## config.mk

```make
export PLATFORM = sky130hd
export DESIGN_NAME = pe_digit_serial_mac_flat
export DESIGN_NICKNAME = d
export VERILOG_FILES = /design/src/rtl/pe_digit_serial_mac_if.sv /design/src/rtl/pe_digit_serial_mac.sv /design/src/flat_wrapper.sv
export SDC_FILE = /design/constraint.sdc
export NUM_CORES = 1
export LEC_CHECK = 0
export CORE_ASPECT_RATIO = 0.7
export CORE_MARGIN = 2
export CORE_UTILIZATION = 30
export CTS_CLUSTER_SIZE = 14
export DETAILED_ROUTE_END_ITERATION = 8
export GPL_TIMING_DRIVEN = 0
export MAX_ROUTING_LAYER = met4
export PLACE_DENSITY = 0.52
export SLEW_MARGIN = 25
export SYNTH_ARGS = -nofsm -noshare
export SYNTH_HDL_FRONTEND = slang
export SYNTH_SLANG_ARGS = --single-unit
```

## constraint.sdc

```tcl
create_clock -name fast_clk -period 17.57 [get_ports fast_clk]
set_clock_uncertainty 0.2 [all_clocks]
set_input_delay 3.514 -clock fast_clk [delete_from_list [all_inputs] [get_ports fast_clk]]
set_output_delay 3.514 -clock fast_clk [all_outputs]
set_load 0.03 [all_outputs]
```

## src/rtl/pe_digit_serial_mac_if.sv

```systemverilog
// Operand/result bundle for the digit-serial MAC processing element.
// The master side issues operands; the slave side (the PE) returns results.
interface pe_digit_serial_mac_if #(
    parameter int DATA_WIDTH = 8,
    parameter int ACC_WIDTH  = 2*DATA_WIDTH+4
);
    logic                    in_valid;
    logic                    in_ready;
    logic [DATA_WIDTH-1:0]   a;
    logic [DATA_WIDTH-1:0]   b;
    logic                    acc_mode;
    logic                    acc_clr;
    logic [DATA_WIDTH-1:0]   c;
    logic [DATA_WIDTH-1:0]   d;
    logic                    out_valid;
    logic [2*DATA_WIDTH-1:0] C_out;
    logic [ACC_WIDTH-1:0]    acc_out;

    modport master (
        output in_valid, a, b, acc_mode, acc_clr,
        input  in_ready, c, d, out_valid, C_out, acc_out
    );

    modport slave (
        input  in_valid, a, b, acc_mode, acc_clr,
        output in_ready, c, d, out_valid, C_out, acc_out
    );
endinterface

```

## src/rtl/pe_digit_serial_mac.sv

```systemverilog
// Digit-serial signed multiply-accumulate PE: one DIGIT_WIDTH x DIGIT_WIDTH partial
// product per cycle on operand magnitudes, with one exact slot and truncated others.
module pe_digit_serial_mac #(
    parameter int DATA_WIDTH  = 8,
    parameter int DIGIT_WIDTH = 4,
    parameter int EXACT_IDX   = 3,
    parameter int TRUNC_BITS  = 0,
    parameter int ACC_WIDTH   = 2*DATA_WIDTH+4
) (
    input logic                  fast_clk,
    input logic                  rst,
    pe_digit_serial_mac_if.slave bus
);
    localparam int N     = DATA_WIDTH / DIGIT_WIDTH;
    localparam int SLOTS = N * N;
    localparam int KW    = (SLOTS > 1) ? $clog2(SLOTS) : 1;
    localparam int PW    = 2 * DATA_WIDTH;
    localparam int PPW   = 2 * DIGIT_WIDTH;

    typedef enum logic {IDLE, RUN} state_t;

    state_t                state_q, state_d;
    logic [DATA_WIDTH-1:0] a_mag_q, a_mag_d, b_mag_q, b_mag_d;
    logic [DATA_WIDTH-1:0] c_q, c_d, d_q, d_d;
    logic                  sign_q, sign_d, mode_q, mode_d;
    logic                  out_valid_q, out_valid_d;
    logic [KW-1:0]         k_q, k_d;
    logic [PW-1:0]         psum_q, psum_d, c_out_q, c_out_d;
    logic [ACC_WIDTH-1:0]  acc_q, acc_d;

    logic [PW-1:0]         slot_term [SLOTS];
    logic [PW-1:0]         term, sum_next, product;
    logic [ACC_WIDTH-1:0]  product_ext;
    logic                  final_edge;

    // Every slot's aligned partial product is built in parallel; k selects one per cycle.
    generate
        for (genvar gi = 0; gi < SLOTS; gi++) begin : g_slot
            localparam int I = gi / N;
            localparam int J = gi % N;
            localparam logic [PPW-1:0] KEEP =
                (gi == EXACT_IDX) ? {PPW{1'b1}} : ~PPW'((2**TRUNC_BITS) - 1);
            logic [PPW-1:0] pp;
            assign pp = PPW'(a_mag_q[I*DIGIT_WIDTH +: DIGIT_WIDTH])
                      * PPW'(b_mag_q[J*DIGIT_WIDTH +: DIGIT_WIDTH]);
            assign slot_term[gi] = PW'(pp & KEEP) << ((I + J) * DIGIT_WIDTH);
        end
    endgenerate

    assign term        = slot_term[k_q];
    assign sum_next    = psum_q + term;
    assign product     = sign_q ? -sum_next : sum_next;
    assign product_ext = ACC_WIDTH'($signed(product));
    assign final_edge  = (state_q == RUN) && (k_q == KW'(SLOTS - 1));

    always_comb begin
        state_d     = state_q;
        a_mag_d     = a_mag_q;
        b_mag_d     = b_mag_q;
        c_d         = c_q;
        d_d         = d_q;
        sign_d      = sign_q;
        mode_d      = mode_q;
        k_d         = k_q;
        psum_d      = psum_q;
        c_out_d     = c_out_q;
        acc_d       = acc_q;
        out_valid_d = 1'b0;

        case (state_q)
            IDLE: begin
                if (bus.in_valid) begin
                    // Magnitudes are unsigned, so -2^(W-1) becomes 2^(W-1) without overflow.
                    a_mag_d = bus.a[DATA_WIDTH-1] ? -bus.a : bus.a;
                    b_mag_d = bus.b[DATA_WIDTH-1] ? -bus.b : bus.b;
                    sign_d  = bus.a[DATA_WIDTH-1] ^ bus.b[DATA_WIDTH-1];
                    mode_d  = bus.acc_mode;
                    c_d     = bus.a;
                    d_d     = bus.b;
                    k_d     = '0;
                    psum_d  = '0;
                    state_d = RUN;
                end
            end
            RUN: begin
                psum_d = sum_next;
                k_d    = k_q + 1'b1;
                if (final_edge) begin
                    c_out_d     = product;
                    out_valid_d = 1'b1;
                    state_d     = IDLE;
                    if (bus.acc_clr || !mode_q) acc_d = product_ext;
                    else                        acc_d = acc_q + product_ext;
                end
            end
            default: state_d = IDLE;
        endcase

        if (bus.acc_clr && !final_edge) acc_d = '0;
    end

    always_ff @(posedge fast_clk or posedge rst) begin
        if (rst) begin
            state_q     <= IDLE;
            a_mag_q     <= '0;
            b_mag_q     <= '0;
            c_q         <= '0;
            d_q         <= '0;
            sign_q      <= 1'b0;
            mode_q      <= 1'b0;
            k_q         <= '0;
            psum_q      <= '0;
            c_out_q     <= '0;
            acc_q       <= '0;
            out_valid_q <= 1'b0;
        end else begin
            state_q     <= state_d;
            a_mag_q     <= a_mag_d;
            b_mag_q     <= b_mag_d;
            c_q         <= c_d;
            d_q         <= d_d;
            sign_q      <= sign_d;
            mode_q      <= mode_d;
            k_q         <= k_d;
            psum_q      <= psum_d;
            c_out_q     <= c_out_d;
            acc_q       <= acc_d;
            out_valid_q <= out_valid_d;
        end
    end

    assign bus.in_ready  = (state_q == IDLE);
    assign bus.c         = c_q;
    assign bus.d         = d_q;
    assign bus.out_valid = out_valid_q;
    assign bus.C_out     = c_out_q;
    assign bus.acc_out   = acc_q;
endmodule

```

## src/flat_wrapper.sv

```systemverilog
// flat-port wrapper written by rule: the top's interface ports become plain ports
module pe_digit_serial_mac_flat 
#(
    parameter int DATA_WIDTH  = 8,
    parameter int DIGIT_WIDTH = 4,
    parameter int EXACT_IDX   = 3,
    parameter int TRUNC_BITS  = 0,
    parameter int ACC_WIDTH   = 2*DATA_WIDTH+4
)
  (fast_clk, rst, bus_in_valid, bus_a, bus_b, bus_acc_mode, bus_acc_clr, bus_in_ready, bus_c, bus_d, bus_out_valid, bus_C_out, bus_acc_out);
  pe_digit_serial_mac_if #(.DATA_WIDTH(DATA_WIDTH), .ACC_WIDTH(ACC_WIDTH)) bus_i ();
  input logic fast_clk;
  input logic rst;
  input wire logic [$bits(bus_i.in_valid)-1:0] bus_in_valid;
  input wire logic [$bits(bus_i.a)-1:0] bus_a;
  input wire logic [$bits(bus_i.b)-1:0] bus_b;
  input wire logic [$bits(bus_i.acc_mode)-1:0] bus_acc_mode;
  input wire logic [$bits(bus_i.acc_clr)-1:0] bus_acc_clr;
  output wire logic [$bits(bus_i.in_ready)-1:0] bus_in_ready;
  output wire logic [$bits(bus_i.c)-1:0] bus_c;
  output wire logic [$bits(bus_i.d)-1:0] bus_d;
  output wire logic [$bits(bus_i.out_valid)-1:0] bus_out_valid;
  output wire logic [$bits(bus_i.C_out)-1:0] bus_C_out;
  output wire logic [$bits(bus_i.acc_out)-1:0] bus_acc_out;
  assign bus_i.in_valid = bus_in_valid;
  assign bus_i.a = bus_a;
  assign bus_i.b = bus_b;
  assign bus_i.acc_mode = bus_acc_mode;
  assign bus_i.acc_clr = bus_acc_clr;
  assign bus_in_ready = bus_i.in_ready;
  assign bus_c = bus_i.c;
  assign bus_d = bus_i.d;
  assign bus_out_valid = bus_i.out_valid;
  assign bus_C_out = bus_i.C_out;
  assign bus_acc_out = bus_i.acc_out;
  pe_digit_serial_mac #(.DATA_WIDTH(DATA_WIDTH), .DIGIT_WIDTH(DIGIT_WIDTH), .EXACT_IDX(EXACT_IDX), .TRUNC_BITS(TRUNC_BITS), .ACC_WIDTH(ACC_WIDTH)) u_core (.fast_clk(fast_clk), .rst(rst), .bus(bus_i));
endmodule
```

# Word-level counts from Yosys, hierarchy flattened
# Cells that the tools add are included.
word_totals:
  regBits: 90
  in_bits: 21
  output_inout_bits: 54
op_classes:
  addsub: 6
  n_mul: 4
  magnitude_cmp: 1
  n_eq_ne: 2
  n_mux: 19
  bitwise: 3
  reduce_logical: 10
ops:
  columns: ["cell", "n"]
  rows:
  - ["2-to-1 mux 20 bit", 4]
  - ["2-to-1 mux 16 bit", 4]
  - ["binary-select mux 16 bit (select 2 bit)", 1]
  - ["multiplier 4 x 4 -> 8 bit", 4]
  - ["one-hot mux 16 bit (2 select lines)", 1]
  - ["adder 20 bit", 1]
  - ["adder 16 bit", 1]
  - ["2-to-1 mux 8 bit", 2]
  - ["negation 16 bit", 1]
  - ["negation 8 bit", 2]
  - ["AND reduction 2 bit", 3]
  - ["2-to-1 mux 1 bit", 4]
  - ["one-hot mux 2 bit (2 select lines)", 1]
  - ["nonzero test 2 bit", 2]
  - ["greater-or-equal comparator 3 bit (second input constant)", 1]
  - ["NOT 2 -> 3 bit", 1]
  - ["adder 2 x 1 -> 2 bit (second input constant)", 1]
  - ["== test 2 bit (second input constant)", 1]
  - ["logical AND 1 bit", 2]
  - ["logical NOT 1 bit", 2]
  - ["2-to-1 mux 2 bit", 1]
  - ["!= test 2 bit (second input constant)", 1]
  - ["one-hot mux 1 bit (2 select lines)", 1]
  - ["logical OR 1 bit", 1]
  - ["other kinds (2)", 2]

# Longest topological paths before layout
logic_depth:
  word_depth: 12
  mapped_depth: 34
  mapped_depth_nobuf: 33

# Worst setup path before layout
# No wires, ideal clock.
synth_timing:
  path_kind: "register to register"
  from: "reg, netlist name u_core.bus.c[0]"
  to: "reg u_core.acc_q[18], in the netlist u_core.bus.acc_out[18]"
  setup_time_ns: 0.135
  t_arrival_ns: 6.549
  required_ns: 17.235
  setup_slack_ns: 10.686
  path_stages_with_launch: 32
  cell_sequence: "dfrtp_1 nand2_1 fa_1 inv_1 fa_1 ha_1 a21o_1 a21oi_1 xnor2_1 nor2_1 a21oi_1 o21ai_0 ha_1 buf_2 nor3b_1 a311oi_1 o311ai_1 or4_4 nor2_2 nand3b_1 o21ai_0 xnor2_1 inv_1 ha_1 or3_1 o21ai_0 a31oi_1 a31oi_1 nor3b_1 or4_1 a32oi_1 o21ai_0"
synth_rtl:
  columns: ["element", "line", "source"]
  rows:
  - ["end signal: assignment", "pe_digit_serial_mac.sv:114", "acc_q <= '0;"]
  - ["end signal: assignment", "pe_digit_serial_mac.sv:127", "acc_q <= acc_d;"]
  - ["end: declaration", "pe_digit_serial_mac.sv:29", "logic [ACC_WIDTH-1:0] acc_q, acc_d;"]

==> results.json <==
{
  "crit_fanout": 10,
  "grt_use_met2_pct": 20.2,
  "layout_common_cells": "nand2_1, dfrtp_1, ha_1",
  "first_pass_iters": 5,
  "cp-end-kind": "register",
  "cp.required_ns": 17.58,
  "viasPerCell": 4.95,
  "worstPathArrival_ns": 8.10,
  "syn_to_final_growth_pct": 19.1,
  "antenna_found_initial": 1,
  "cts_tree": "yes",
  "seq_area_frac_synth_pct": 29.3,
  "first_global_vias": 5875,
  "clkTransAtPathRegs_ns": 0.07,
  "drtIter0Drc": 425,
  "numCtsBuffers": 9,
  "drc": 0,
  "dieHeight_um": 137,
  "drive_above_1_share_pct": 5.70,
  "slew_headroom_pct": 52.2,
  "use_met1_pct": 25.7,
  "synthArstFlopShare_pct": 100,
  "finalMaxSlewViolations": 0,
  "initial_utilization_pct": 30.6,
  "grt.total_usage_pct": 16.1,
  "cts_hold_buffers": 0,
  "min_path_type": "register to register",
  "start_kind": "register",
  "cap_violations": 0,
  "crit_path_top_delay_cell": "dfrtp_1",
  "overflow": 0,
  "setup_viol": 0,
  "path_class": "register to register",
  "cts.sinks": 88,
  "synth_enable_flop_cells": 0,
  "cts.root.buffer_cell": "clkbuf_16",
  "routed_wl_um": 20000,
  "postCtsSetupBuffers": 0,
  "synth_warnings": 0,
  "timing.fmax_ghz": 0.124,
  "final_area_um2": 8960,
  "worstSkewPairLatency_ns": 0.36,
  "io_buffers": 70,
  "path_common_cell": "a21oi_1",
  "pre_cts_slack_ns": 9.54,
  "htreeDepth": 3,
  "syn-instance-count": 862,
  "clockBufferDepth": 2,
  "leakagePower_nw": 4.16,
  "syn_avg_cell_area_um2": 8.73,
  "die_area_um2": 26400,
  "cpPeakStageDelay_ns": 0.58,
  "rsz0062_at_grt": "false",
  "std_cell_rows": 48,
  "synthesis.area_um2": 7530,
  "ctsResizeCount": 0,
  "hpwl_um": 16100,
  "postPlaceCellArea_um2": 8670,
  "postRouteAntennaNets": 0,
  "hold_viol_final": 0,
  "post-route-min-period_ns": 8.09,
  "die_x_um": 193,
  "synth_cell_types": 66,
  "worst_slack_ns": 9.48,
  "core_area_um2": 24600,
  "antenna_cells": 0,
  "final_common_cell": "nand2_1",
  "fin_crit_sh_pct": 46.0,
  "io_pins": 75,
  "final_core_util_pct": 36.4,
  "synth-seq-cells": 88,
  "hold_ws_ns": 0.281,
  "busiest_layer": "met1",
  "met3_usage_pct": 3.18,
  "status": "complete, no violations",
  "worst_pin_slew_ns": 0.717,
  "synth_ff_type": "dfrtp_1",
  "setup_tns_ns": 0,
  "place_congestion": 0.835,
  "powerDensity_nw_per_um2": 209,
  "wl_per_cell_um": 15.7,
  "irDropWorstVdd_uv": 90.9,
  "grt_max_degree": 49,
  "nets": 1070,
  "grt_pass1_wl_um": 32800,
  "syn_nets": 988,
  "num_vias": 6303
}
==> cell usage after synthesis, drive strengths merged (9+ instances only) <==
cell,instances,area [um2]
xnor2,27,236
fa,18,360
o22ai,19,119
and2,47,294
mux2,16,180
o21ai,78,390
a21oi,43,219
xor2,34,324
nor2b,11,68.8
a22oi,12,90.1
clkbuf,29,109
a21o,14,105
nand2,126,473
ha,87,1090
dfrtp,88,2200
buf,9,45.0
inv,56,210
nand3,11,55.1
nor2,34,130
==> through the flow <==
step                      cells  power (W)
after global routing       1273    0.00206
after CTS                  1273    0.00189
after detailed placement   1258    0.00168
final                      1273    0.00188
after floorplan             862    0.00131
after global placement     1257    0.00166
==> cell type report <==
type                            count  area, um2
Clock inverter                      5       57.6
Inverter                           57        219
Clock buffer                       10        239
Multi-Input combinational cell    679       4960
Buffer                             38        154
Fill cell                        2623      15700
Timing Repair Buffer               71        728
Sequential cell                    88       2200
Tap cell                          325        407
==> metal layers <==
metal / vias up / part of all wire, %
met5: - / 0
met4: 0 / 0.69
met3: 10 / 4.7
met2: 110 / 37
met1: 3025 / 57
li1: 3158 / -
==> kinds of logic after synthesis <==
group	Yosys count	synth area share, %
adder cells (fa/ha/maj)	105	19.3
AO/OA/AOI/OAI	224	19.0
flip-flops	88	29.3
AND/OR/NAND/NOR	267	17.0
XOR/XNOR	61	7.45
buffers and inverters	95	4.89
multiplexers	22	3.19
==> power by group <==
group	internal (W)	total, W	switching (W)
clock network	0.000113	0.000199	0.0000861
registers	0.000285	0.000366	0.0000815
logic	0.000524	0.00131	0.000787
total	0.000922	0.00188	0.000954
==> sequential cells by signal, summed over array words and instances, names as in the netlist, 2 cells and up <==
signal,cells
u_core.bus.d,8
u_core.bus.C_out,16
u_core.a_mag_q,7
u_core.k_q,2
u_core.b_mag_q,7
u_core.psum_q,16
u_core.bus.c,8
u_core.bus.acc_out,20
==> worst max-delay path: cells and delay by family, from the launching register on <==
| kind | cells | cell delay (ns) |
|---|---|---|
| buf+inv | 3 | 0.31 |
| fa+ha+maj | 5 | 2.03 |
| xor+xnor | 2 | 0.41 |
| mux | 1 | 0.17 |
| compound gates | 13 | 3.13 |
| flops | 1 | 0.58 |
| simple gates | 6 | 1.12 |
==> path summary, 6_finish.rpt <==
path	from	to	slack (ns)	depth (start not counted)
setup reg to reg	u_core.bus.c[0]$_DFFE_PP0P_	u_core.bus.acc_out[19]$_DFFE_PP0P_	9.48	30
setup / recovery	u_core.bus.c[0]$_DFFE_PP0P_	u_core.bus.acc_out[19]$_DFFE_PP0P_	9.48	30
hold / removal	u_core.bus.C_out[5]$_DFFE_PP0P_	u_core.bus.C_out[5]$_DFFE_PP0P_	0.28	2
hold reg to reg	u_core.bus.C_out[5]$_DFFE_PP0P_	u_core.bus.C_out[5]$_DFFE_PP0P_	0.28	2
min in group asynchronous	rst	u_core.bus.acc_out[1]$_DFFE_PP0P_	3.35	2
max in group asynchronous	rst	u_core.bus.out_valid$_DFF_PP0_	13.22	3
(Power assumes the default switching activity.)
